==> src/rtl/booth_pkg.sv <==
// Shared types and helpers for the iterative radix-4 Booth multiplier.
package booth_pkg;

  typedef enum logic [1:0] {
    IDLE = 2'd0,
    RUN  = 2'd1,
    DONE = 2'd2
  } state_e;

  typedef enum logic [2:0] {
    SEL_ZERO = 3'd0,
    SEL_POS1 = 3'd1,
    SEL_POS2 = 3'd2,
    SEL_NEG1 = 3'd3,
    SEL_NEG2 = 3'd4
  } sel_e;

  // One digit per bit pair of the (WIDTH+2)-bit extended multiplier.
  function automatic int unsigned digit_count(input int unsigned width);
    return width / 2 + 1;
  endfunction

  // Window {b[2i+1], b[2i], b[2i-1]} to multiple selection.
  function automatic sel_e decode_digit(input logic [2:0] digit);
    sel_e sel;
    unique case (digit)
      3'b001, 3'b010: sel = SEL_POS1;
      3'b011:         sel = SEL_POS2;
      3'b100:         sel = SEL_NEG2;
      3'b101, 3'b110: sel = SEL_NEG1;
      default:        sel = SEL_ZERO;
    endcase
    return sel;
  endfunction

endpackage

==> src/rtl/booth_digit_select.sv <==
// Picks 0, A or 2A for one Booth digit; negation is left to the parent adder carry-in.
module booth_digit_select
  import booth_pkg::*;
#(
  parameter int unsigned EW = 34
) (
  input  logic [2:0]    digit_i,
  input  logic [EW-1:0] a_ext_i,
  output logic [EW:0]   mult_c,
  output logic          neg_c
);

  always_comb begin
    mult_c = '0;
    neg_c  = 1'b0;
    unique case (decode_digit(digit_i))
      SEL_POS1: mult_c = {a_ext_i[EW-1], a_ext_i};
      SEL_POS2: mult_c = {a_ext_i, 1'b0};
      SEL_NEG1: begin
        mult_c = {a_ext_i[EW-1], a_ext_i};
        neg_c  = 1'b1;
      end
      SEL_NEG2: begin
        mult_c = {a_ext_i, 1'b0};
        neg_c  = 1'b1;
      end
      default: mult_c = '0;
    endcase
  end

endmodule

==> src/rtl/booth_seq_multiplier.sv <==
// Iterative radix-4 Booth multiplier: one digit per cycle into a shared adder,
// Start/Busy/Done handshake, signed or unsigned operands.
module booth_seq_multiplier
  import booth_pkg::*;
#(
  parameter int unsigned WIDTH = 32
) (
  input  logic                 Clk,
  input  logic                 nRst,
  input  logic                 Start,
  input  logic                 Sign,
  input  logic [WIDTH-1:0]     A,
  input  logic [WIDTH-1:0]     B,
  output logic                 Busy,
  output logic                 Done,
  output logic [2*WIDTH-1:0]   Product
);

  localparam int unsigned EW = WIDTH + 2;
  localparam int unsigned UW = WIDTH + 3;
  localparam int unsigned AW = 2 * WIDTH + 4;
  localparam int unsigned N  = digit_count(WIDTH);
  localparam int unsigned CW = $clog2(N);
  localparam logic [CW-1:0] LAST = CW'(N - 1);

  state_e               state_q, state_d;
  logic [CW-1:0]        cnt_q, cnt_d;
  logic [AW-1:0]        acc_q, acc_d;
  logic [EW:0]          mplr_q, mplr_d;
  logic [EW-1:0]        mcand_q, mcand_d;
  logic [2*WIDTH-1:0]   prod_q, prod_d;
  logic                 busy_q, busy_d;
  logic                 done_q, done_d;

  logic [EW:0]          mult;
  logic                 neg;
  logic [UW-1:0]        addend;
  logic [UW-1:0]        upper_sum;
  logic [AW-1:0]        acc_sum;
  logic [AW-1:0]        acc_shr;
  logic                 ext_bit;

  booth_digit_select #(.EW(EW)) u_sel (
    .digit_i (mplr_q[2:0]),
    .a_ext_i (mcand_q),
    .mult_c  (mult),
    .neg_c   (neg)
  );

  // Add (or subtract) the selected multiple into the top of the accumulator.
  assign addend    = mult ^ {UW{neg}};
  assign upper_sum = acc_q[AW-1 -: UW] + addend + UW'(neg);
  assign acc_sum   = {upper_sum, acc_q[AW-UW-1:0]};
  assign acc_shr   = AW'($signed(acc_sum) >>> 2);
  assign ext_bit   = 1'b0;

  always_comb begin
    state_d = state_q;
    cnt_d   = cnt_q;
    acc_d   = acc_q;
    mplr_d  = mplr_q;
    mcand_d = mcand_q;
    prod_d  = prod_q;
    busy_d  = 1'b0;
    done_d  = 1'b0;
    unique case (state_q)
      IDLE, DONE: begin
        if (Start) begin
          mcand_d = {{2{Sign & A[WIDTH-1]}}, A};
          mplr_d  = {{2{Sign & B[WIDTH-1]}}, B, ext_bit};
          acc_d   = '0;
          cnt_d   = '0;
          busy_d  = 1'b1;
          state_d = RUN;
        end else begin
          state_d = IDLE;
        end
      end
      RUN: begin
        acc_d  = acc_shr;
        mplr_d = {{2{mplr_q[EW]}}, mplr_q[EW:2]};
        cnt_d  = cnt_q + CW'(1);
        busy_d = 1'b1;
        // Last digit is not shifted, so the product sits one bit above the LSB.
        if (cnt_q == LAST) begin
          prod_d  = acc_sum[2*WIDTH:1];
          cnt_d   = '0;
          busy_d  = 1'b0;
          done_d  = 1'b1;
          state_d = DONE;
        end
      end
      default: state_d = IDLE;
    endcase
  end

  always_ff @(posedge Clk or negedge nRst) begin
    if (!nRst) begin
      state_q <= IDLE;
      cnt_q   <= '0;
      acc_q   <= '0;
      mplr_q  <= '0;
      mcand_q <= '0;
      prod_q  <= '0;
      busy_q  <= 1'b0;
      done_q  <= 1'b0;
    end else begin
      state_q <= state_d;
      cnt_q   <= cnt_d;
      acc_q   <= acc_d;
      mplr_q  <= mplr_d;
      mcand_q <= mcand_d;
      prod_q  <= prod_d;
      busy_q  <= busy_d;
      done_q  <= done_d;
    end
  end

  assign Busy    = busy_q;
  assign Done    = done_q;
  assign Product = prod_q;

endmodule

==> config.mk <==
export PLATFORM = sky130hd
export DESIGN_NAME = booth_seq_multiplier
export DESIGN_NICKNAME = d
export VERILOG_FILES = /design/src/rtl/booth_pkg.sv /design/src/rtl/booth_digit_select.sv /design/src/rtl/booth_seq_multiplier.sv
export SDC_FILE = /design/constraint.sdc
export NUM_CORES = 1
export LEC_CHECK = 0
export BUFFER_PORTS_ARGS = -buffer_cell sky130_fd_sc_hd__buf_2
export CAP_MARGIN = 20
export CORE_AREA = 2 2 184 132
export DETAILED_ROUTE_END_ITERATION = 16
export DIE_AREA = 0 0 186 134
export GPL_TIMING_DRIVEN = 0
export PLACE_DENSITY_LB_ADDON = 0.08
export SLEW_MARGIN = 20
export SYNTH_ARGS = -nofsm -noshare
export SYNTH_HDL_FRONTEND = slang
export SYNTH_SLANG_ARGS = --single-unit
==> constraint.sdc <==
create_clock -name Clk -period 6.5 [get_ports Clk]
set_input_delay 0.325 -clock Clk [delete_from_list [all_inputs] [get_ports Clk]]
set_output_delay 0.325 -clock Clk [all_outputs]
set_load 0.005 [all_outputs]
## After elaboration in Yosys (flattened, before gate mapping)

Index checks and enable logic that the tools add are counted.

| operators by class | value |
|---|---|
| reduce and logical (&&, ||, !) cells | 12 |
| bitwise operators | 4 |
| add/subtract/negate cells | 3 |
| equal/unequal tests | 15 |
| mux-type cells | 18 |

Operators with widths:

| operator | number |
|---|---|
| 35-bit one-hot mux with 2 select lines | 2 |
| 68-bit one-hot mux with 2 select lines | 1 |
| 68-bit 2-to-1 mux | 1 |
| 35-bit by 1-bit adder with 35-bit output | 1 |
| 35-bit adder | 1 |
| 35-bit 2-to-1 mux | 1 |
| 35-bit bitwise XOR | 1 |
| 3-bit by 2-bit == test with 1-bit output, second input constant | 4 |
| 3-bit == test, second input constant | 4 |
| 3-bit one-hot mux with 4 select lines | 1 |
| 2-bit OR reduction | 6 |
| 5-bit 2-to-1 mux | 2 |
| 5-bit one-hot mux with 2 select lines | 1 |
| 3-bit by 1-bit == test with 1-bit output, second input constant | 2 |
| 1-bit 2-to-1 mux | 6 |
| 2-bit AND reduction | 3 |
| 5-bit by 1-bit adder with 5-bit output, second input constant | 1 |
| 5-bit == test, second input constant | 1 |
| 2-bit != test, second input constant | 2 |
| 2-bit one-hot mux with 2 select lines | 1 |
| 3-bit AND reduction | 1 |
| 1-bit AND | 2 |
| 2-bit by 1-bit == test with 1-bit output, second input constant | 1 |
| 2-bit == test, second input constant | 1 |
| other kinds (5) | 5 |

| word-level totals | value |
|---|---|
| bits in registers | 209 |
| bits of input ports | 68 |
| output and inout port bits | 66 |
| word-level logic and storage cells | 61 |

## Logic depth before layout (Yosys ltp)

Gate-level depths: netlist of run 1.

| logic depth | value |
|---|---|
| depth after elaboration | 10 |
| mapped depth | 18 |

## Modules after synthesis

Synthesis of run 1 repeated with hierarchy kept, for this count alone.

| second synthesis, totals | value |
|---|---|
| cell total of the unflattened synthesis | 1223 |
| area total of the unflattened synthesis | 11257.0 µm² |

Modules (own cells, without submodules):

| module | area an instance (µm²) | cells an instance | seq. area each (µm²) | times used |
|---|---|---|---|---|
| booth_seq_multiplier | 9893.2 | 1023 | 5154.9 | 1 |
| booth_digit_select | 1363.8 | 200 | 0.0 | 1 |

## Worst setup path after synthesis of run 1

No wires, ideal clock.

| path | value |
|---|---|
| path type | reg-to-reg |
| start | register mplr_q[0] |
| end | register acc_q[66] |
| data arrival time | 4295 ps |
| stages on the path, launching flop included | 18 |
| setup slack | 2138 ps |
| path through | dfrtp_1 inv_1 ha_1 nor2_1 a21oi_1 a31oi_1 clkbuf_1 xor2_1 fa_1 a21o_1 a221oi_2 o21ai_1 a211o_1 a311oi_2 a21oi_2 a31o_2 a211oi_2 a311o_1 |

| between the ends | value |
|---|---|
| word-level cells in the longest chain between the ends | 10 |
| elaborated cells between the ends (all ways) | 22 |
| those cells by class | 2 x add/sub; 10 x eq/ne; 4 x mux; 1 x bitwise; 5 x reduce/logical |

Ends and longest elaborated chain:

| element | RTL line | source |
|---|---|---|
| start, declared | booth_seq_multiplier.sv:29 | `logic [EW:0] mplr_q, mplr_d;` |
| start signal, assigned | booth_seq_multiplier.sv:111 | `mplr_q <= mplr_d;` |
| 3-bit == test, or another cell as far along | booth_pkg.sv:26 | `unique case (digit)` |
| 2-bit OR reduction | booth_pkg.sv:26 |  |
| 3-bit one-hot mux with 4 select lines * | booth_pkg.sv:26 |  |
| 3-bit by 2-bit == test with 1-bit output, or another cell as far along | booth_digit_select.sv:16 | `unique case (decode_digit(digit_i))` |
| 2-bit OR reduction (no source line) | n/a |  |
| 35-bit one-hot mux with 2 select lines or 1-bit 2-to-1 mux (tied branches) | booth_digit_select.sv:16 |  |
| 35-bit bitwise XOR | booth_seq_multiplier.sv:51 | `assign addend = mult ^ {UW{neg}};` |
| 35-bit adder | booth_seq_multiplier.sv:52 | `assign upper_sum = acc_q[AW-1 -: UW] + addend + UW'(neg);` |
| 35-bit by 1-bit adder with 35-bit output * | booth_seq_multiplier.sv:52 |  |
| 68-bit one-hot mux with 2 select lines * | booth_seq_multiplier.sv:66 | `unique case (state_q)` |
| end signal, assigned | booth_seq_multiplier.sv:101 | `acc_q <= '0;` |
| end signal, assigned | booth_seq_multiplier.sv:110 | `acc_q <= acc_d;` |
| end, declared | booth_seq_multiplier.sv:28 | `logic [AW-1:0] acc_q, acc_d;` |

Mark *: on every way between the ends. The rest lies on a longest branch, timed or not.
A chain may end at the register's enable or synchronous reset.

## Worst setup path after layout of run 1

Same ends and word-level chain as after synthesis.

==> results of run 1 <==
## cell type report
cell class,instances,share of cell area
sequential,206,0.4206
inverter,14,0.004288
clock inverter,2,0.001327
timing repair buffer,153,0.07432
clock buffer,32,0.05299
multi-input combinational,815,0.3916
buffer,73,0.02236
tap,318,0.03247
## placed cells by master (no fill, tap or decap), types with 4 or more instances in the layout
| cell type | instances |
|---|---|
| nand3_1 | 12 |
| a21oi_1 | 30 |
| a31oi_1 | 36 |
| o21ai_0 | 23 |
| a21o_1 | 18 |
| xor2_1 | 44 |
| clkbuf_8 | 4 |
| xnor2_1 | 20 |
| clkbuf_16 | 23 |
| o31ai_1 | 5 |
| nor2b_1 | 4 |
| nand2b_1 | 7 |
| nand2_1 | 355 |
| nor3_1 | 7 |
| nand4_1 | 6 |
| dlygate4sd3_1 | 18 |
| inv_1 | 13 |
| buf_1 | 12 |
| nor2_1 | 48 |
| buf_2 | 132 |
| o21bai_1 | 9 |
| a22o_1 | 59 |
| dfrtp_1 | 206 |
| a22oi_1 | 33 |
| clkbuf_1 | 66 |
| ha_1 | 39 |
| mux2_2 | 6 |
## metal layers
metal / track usage / wire length (um)
met1: 0.3843 / 15060
met5: 0 / 0
met4: 0.03675 / 342
met3: 0.03231 / 1543
met2: 0.2782 / 9835
## cell families (layout without fill, tap and decap cells)
group | count (synthesis) | in the layout | synth area share
muxes | 7 | 7 | 0.007545
and+or+nand+nor | 452 | 452 | 0.1752
xor gates and xnor gates | 64 | 64 | 0.05452
adders and majority gates | 40 | 40 | 0.04941
DFF | 206 | 206 | 0.5014
AOI/OAI and AO/OA | 252 | 252 | 0.1801
buffers and inverters | 87 | 274 | 0.03176
## flip-flops by register name (all words and copies together) (netlist names)
signal   count
acc_q       65
mplr_q      35
mcand_q     33
Busy         1
state_q      2
Product     64
cnt_q        5
Done         1
## metrics by stage
stage | cells | setup WS (ps)
after floorplan | 1108 | 2138
after global placement | 1559 | 1395
after detailed placement | 1561 | 1283
after CTS | 1613 | 1295
after global routing | 1613 | 958.1
final | 1613 | 1296
## worst max-delay path, cell delays in order, from the launching register on
cell	delay (ps)
dfrtp_1	390
inv_1	80
ha_1	220
nor2_1	160
a21oi_1	90
a31oi_1	510
clkbuf_1	570
xor2_1	330
fa_1	520
a21o_1	210
a221oi_2	390
o21ai_1	200
a211o_1	390
a311oi_2	310
a21oi_2	140
a31o_2	290
a211oi_2	210
a311o_1	130
## worst paths after layout
check,startpoint,end,slack [ps],cells after the start
worst max-delay path,mplr_q[0],acc_q[66],1300,17
worst min-delay path,A[5],mcand_q[5],10,3
worst max register to register,mplr_q[0],acc_q[66],1300,17
worst min register to register,Product[15],Product[15],460,2
max in group asynchronous,nRst,mplr_q[23],5310,3
min in group asynchronous,nRst,Product[44],380,2
==> metrics, run 1 <==
Initial Util=0.4426; clk buf depth=3; CORE AREA=between 20000 and 25000 um^2; Cell Area, Synth=10280 um^2; Via density=5.201; Routed WL=roughly 27000 um; all-layer global routing usage=0.2197; Root Driver=clkbuf_16; register area=5155 um^2; TNS Setup=0 ps; ys async rst share=1.000; Post-Syn Nets=around 1200; number of inserted diodes=0; die width=around 190 um; Worst Hold Class=in2reg; Worst Skew=5.757 ps; Area Overhead vs Synth=19.20%; global route overflow=0; Final #Nets=1394; Setup Viol. Count Final=0; Synth area leader=dfrtp_1; clk_lat worst skew=510 ps; hold slack final=14.35 ps; RSZ-0062 raised after global routing=no; Rows=47; Num CTS Buffers=23; Post-CTS Resized=0; Seq cells post-synth=206; Die Span Y=134 um; worst slew margin relative to its limit=0.5618; Synth warnings=0; Final Cell Area=12260 um^2; CTS Sinks=206; final core occ=0.5276; number of global-route vias before repair=roughly 8000; H-tree depth=1; outcome=finished clean; Reg clk slew, reported paths=60 ps; Max Clk Rate=192.2 MHz; Routed WL per cell=16.60 um; initial antenna violation count=0; min Tclk post-route=about 5200 ps; Area contributors post-synth=dfrtp_1, nand2_1, a22o_1; synth unique cells=61; PortBufs=133; synthesized instance count=around 1100; Vias=around 8400; post-synthesis sequential area ratio=0.5014; CTS tree=built; most common cell in the netlist=nand2_1; drt first pass iters=5; Worst Tran Pin Value=about 650 ps; Crit Path Class=reg2reg; FILL cells=~2200; Commonest cells post-synth=nand2_1, dfrtp_1, clkbuf_1, a22o_1, nor2_1; Crit. End Element=flop; startpoint types=flop; Final Hold Viols=0; ys flop type=dfrtp_1; multi-input logic area=roughly 4800 um^2; instance area at placement=11410 um^2; post-route ant nets=0; hold buffers post-CTS=18; number of remaining DRC errors=0; Pins Over Slew Limit=0; top-area cell type share of the netlist area=0.5014; pin count of the biggest net entering global routing=80; setup bufs post-CTS=0; Final Wtd Congestion=~0.87; Worst EP arrival=5650 ps; Die Area=approximately 25000 um^2; Worst EP required=6940 ps; Max Cap Violations=0; Post-synth EDFFs=0; hpwl dp=slightly below 20000 um; number of I/O pins=134; Mean Syn Cell Area=9.279 um^2; Final Cycle Share=0.8006; crit-path max FO=10; drt initial violations=650; first-pass GRT wire length=43650 um; share of cells above drive strength 1=0.1398
Power of run 1 is left out: the tool's default activity adds up to more than one toggle a clock period on the data nets, which glitch-free logic cannot reach.
==> inputs of run 2 (changes only) <==
==> constraint.sdc (replaced) <==
create_clock -name Clk -period 5.44 [get_ports Clk]
set_input_delay 0.272 -clock Clk [delete_from_list [all_inputs] [get_ports Clk]]
set_output_delay 0.272 -clock Clk [all_outputs]
set_load 0.005 [all_outputs]
==> run 2 against run 1 <==
Via count up 0.50%. Utilization rose by 0.72 points. Sequential share of layout area decreased by 0.57 points. Die area did not move. Clock skew increased by 3.5 ps. Global-route usage rose by 0.20 points. Register-to-register slack worse by 970 ps. First-iteration DRC count up 12%. Flip-flop and latch count stayed put. Clock-buffer cell count stayed put.
==> metrics, run 2 (synthesis results as in run 1) <==
outcome=finished clean; drt first pass iters=6; pin count of the biggest net entering global routing=80; CP dominant cell by count=ha_1; PortBufs=133; startpoint types=flop; Critical Path Start=mplr_q[0]; global route overflow=0; max FFs per register=65; Crit Path Class=reg2reg; min Tclk post-route=slightly above 5000 ps; CTS tree=built; die width=about 190 um; initial antenna violation count=0; Setup crit end=acc_q[66]; r2r startpoint=mplr_q[0]; reg2reg path depth=17; Num CTS Buffers=23; Crit. End Element=flop; register bank with the most flops=acc_q; Buf/Inv on CP=2; post-route ant nets=0; RSZ-0062 raised after global routing=no; Die Span Y=134 um; TNS Setup=0 ps; clk_lat worst skew=510 ps; number of inserted diodes=0; hpwl dp=19680 um; Final Cycle Share=0.9393; Routed WL per cell=about 17 um; Worst Tran Pin Value=627.4 ps; share of cells above drive strength 1=0.1396; drt initial violations=725; Final #Nets=1410; worst slew margin relative to its limit=0.5781; most common cell after layout, fill and taps aside=nand2_1; Setup Viol. Count Final=0; FILL cells=2200; Area Overhead vs Synth=20.84%; launch point of the worst hold path=B[13]; Worst EP arrival=5550 ps; clk buf depth=3; Via density=5.176; most frequent cells in the layout=nand2_1, dfrtp_1, buf_2; Reg clk slew, reported paths=60 ps; Slowest-stage cell, CP=a21boi_1; crit-path max FO=10; FF-to-FF setup slack=around 330 ps; Pins Over Slew Limit=0; number of remaining DRC errors=0; max incr delay on CP=between 500 and 600 ps; Max Cap Violations=0; Critical Path, Cell by Cell=inv_1 > ha_1 > nor2_1 > a21boi_1 > clkbuf_1 > a22oi_1 > xor2_1 > ha_1 > a21o_1 > a221oi_2 > o21ai_1 > a211o_1 > a311oi_2 > a21oi_2 > a31o_2 > a211oi_2 > a311o_1; number of I/O pins=134; Rows=47; Worst EP required=5880 ps; Hold Crit Depth=3; critical path's top delay family=compound AO/OA/AOI/OAI gates; H-tree depth=1; Worst Skew=between 9 and 10 ps; CTS Sinks=206; reg2reg end=acc_q[66]; Root Driver=clkbuf_16; Max Clk Rate=195.7 MHz; Worst Hold Class=in2reg; Final Wtd Congestion=a little under 0.9; CP Depth=17; Final Hold Viols=0; CORE AREA=23230 um^2; all-layer global routing usage=0.2217; Initial Util=0.4426; first-pass GRT wire length=44040 um; Die Area=24920 um^2; number of global-route vias before repair=8117; Routed WL=roughly 27000 um; Vias=8432
[run 2: cell count changes in the layout (fill, tap and decap cells not counted)]
| cell | change |
|---|---|
| a31oi_2 | +1 |
| dlygate4sd3_1 | +16 |
| clkbuf_2 | +1 |
| clkbuf_1 | -1 |
| a31oi_1 | -1 |
[run 2: area by class of cell]
cell class              instances  area [um^2]  area share
plain buffers                  73        275.3     0.02216
well taps                     318        397.9     0.03203
multi-input cells             815         4806      0.3868
repair buffers                169         1071     0.08621
clock buffers                  32        649.4     0.05227
clock inverters                 2        16.27    0.001309
inverters                      14        52.55    0.004230
flip-flops and latches        206         5155      0.4149
[run 2: metrics by stage]
stage | cell area [um^2] | util | std cells | hold WS, ps | worst slack, ps
after floorplan | 10280 | - | 1108 | -23.59 | 1078
after global placement | 11340 | 0.4884 | 1559 | 452.6 | 334.5
after detailed placement | 11410 | 0.4912 | 1561 | 277.8 | 223.1
after CTS | 12420 | 0.5345 | 1629 | 0.4311 | 235.0
after global routing | 12420 | 0.5348 | 1629 | 14.08 | 67.05
final | 12420 | 0.5348 | 1629 | 19.87 | 330.2
[run 2: how the worst min path moves through the flow]
stage	end	slack, ps
after CTS	mplr_q[14]	0.4
after detailed placement	Product[44]	280
after global routing	mplr_q[14]	10
final	mplr_q[14]	20
after floorplan	Busy	-20
after global placement	Product[31]	450
[run 2: tightest hold or removal path, stage by stage]
cell and delay, ps:
buf_2 90, nand2_1 50, a31oi_1 70
[run 2: what timing repair did]
action,in CTS,in global routing
endpoints found under the hold margin,104,0
resized for setup,0,3
setup endpoints to repair,0,5
hold buffers,34,0
setup buffers,0,0
[run 2: metal layers]
layer  routed length, um  vias up  GRT usage
met5                   0        -          0
met4                 334        0    0.03675
met3                1473       26    0.03231
met2               10190      220     0.2856
met1               15100     3984     0.3840
li1                    -     4202          -
Power of run 2 is left out for the same reason.
==> inputs of run 3 (changes only) <==
==> constraint.sdc (replaced) <==
create_clock -name Clk -period 5.44 [get_ports Clk]
set_input_delay 1.36 -clock Clk [delete_from_list [all_inputs] [get_ports Clk]]
set_output_delay 1.36 -clock Clk [all_outputs]
set_load 0.005 [all_outputs]
==> run 3 against run 2 <==
Global-route usage down 0.30 points. Clock-buffer cell count unchanged. First-iteration DRC count down 6.9%. Non-clock buffer count down 34. Fmax about the same. Flip-flop and latch count unchanged. Cell count down 2.1%. Utilization down 1.5 points. Highest routed layer unchanged.
==> metrics, run 3 (synthesis results as in run 1) <==
die width=186 um; number of global-route vias before repair=7967; Crit Path Class=reg2reg; Final #Nets=between 1000 and 1500; Max Clk Rate=195.5 MHz; number of inserted diodes=0; PortBufs=approximately 130; final core occ=0.5202; DP Cell Count=1561; clk buf depth=3; CTS Sinks=between 200 and 250; critical path's top delay family=compound AO/OA/AOI/OAI gates; Crit. End Element=flop; Buf/Inv on CP=2; number of I/O pins=~130; sink of the worst hold path=Product[15]; hpwl dp=19680 um; max FFs per register=65; reg2reg path depth=17; all-layer global routing usage=0.2187; Routed WL per cell=approximately 17 um; Worst EP arrival=between 5000 and 6000 ps; Final Hold Viols=0; drt first pass iters=5; Setup Viol. Count Final=0; first-pass GRT wire length=43440 um; Critical Path, Cell by Cell=inv_1 > ha_1 > nor2_1 > a21boi_1 > clkbuf_1 > a22oi_1 > xor2_1 > fa_1 > a21o_1 > a221oi_2 > o21ai_1 > a211o_1 > a311oi_2 > a21oi_2 > a31o_2 > a211oi_2 > a311o_1; post-route ant nets=0; startpoint types=flop; clk_lat worst skew=approximately 500 ps; global route overflow=0; RSZ-0062 raised after global routing=no; outcome=finished clean; Root Driver=clkbuf_16; most frequent cells in the layout=nand2_1, dfrtp_1, buf_2; CTS tree=built; Final Wtd Congestion=0.8717; Max Cap Violations=0; Via density=between 5 and 6; Rows=47; Pins Over Slew Limit=0; Final Cycle Share=0.9402; register bank with the most flops=acc_q; Vias=8305; Hold Crit Depth=2; initial antenna violation count=0; H-tree depth=1; max incr delay on CP=approximately 550 ps; Area Overhead vs Synth=17.52%; Reg clk slew, reported paths=60 ps; most common cell after layout, fill and taps aside=nand2_1; CORE AREA=23230 um^2; Die Span Y=134 um; Die Area=24920 um^2; Worst Tran Pin Value=611.6 ps; Worst EP required=5880 ps; Num CTS Buffers=23; reg2reg end=acc_q[66]; share of cells above drive strength 1=0.1433; Slowest-stage cell, CP=a21boi_1; Routed WL=approximately 27000 um; r2r startpoint=mplr_q[0]; launch point of the worst hold path=Product[15]; FF-to-FF setup slack=330 ps; crit-path max FO=10; Initial Util=0.4426; min Tclk post-route=5115 ps; number of remaining DRC errors=0; Worst Hold Class=reg2reg; Worst Skew=6.261 ps; pin count of the biggest net entering global routing=80; Non-Filler Instances=1595; worst slew margin relative to its limit=0.5888; drt initial violations=675; setup bufs post-CTS=0
[run 3: tightest hold or removal path, stage by stage, from the launching register on]
cell and delay (ps):
dfrtp_1 330, nand2_1 50, nand2_1 50
[run 3: stage by stage]
step,worst slack [ps],TNS (ps),area (um^2),hold slack [ps]
2_1_floorplan,1078,0,10280,439.6
3_3_place_gp,-619.0,-121450,11340,452.6
3_5_place_dp,223.1,0,11410,457.5
4_1_cts,235.0,0,12080,472.3
5_1_grt,67.05,0,12080,486.8
6_report,325.2,0,12080,463.7
[run 3: worst max-delay path by stage]
stage                   start          end  depth (start not counted)
floorplan           mplr_q[0]    acc_q[66]                         17
global placement         nRst   mplr_q[18]                          1
detailed placement  mplr_q[0]    acc_q[66]                         17
CTS                 mplr_q[0]    acc_q[66]                         17
global route        mplr_q[0]  Product[59]                         17
finish              mplr_q[0]    acc_q[66]                         17
[run 3: final cells by class]
class                           count  area, um^2
Clock inverter                      2       16.27
Sequential cell                   206        5155
Fill cell                        2237       11150
Timing Repair Buffer              135       730.7
Tap cell                          318       397.9
Inverter                           14       52.55
Clock buffer                       32       649.4
Buffer                             73       275.3
Multi-Input combinational cell    815        4806
[run 3: routing by layer]
layer,share of wire,vias to the layer above,global-route usage
li1,-,4136,-
met1,0.56,3926,0.3843
met2,0.37,215,0.2747
met3,0.055,28,0.03231
met4,0.013,0,0.03675
met5,0,-,0
[run 3: what timing repair did]
action,CTS,global route
setup endpoints to repair,0,5
resized for setup,0,3
hold buffers,0,0
Power of run 3 is left out for the same reason.
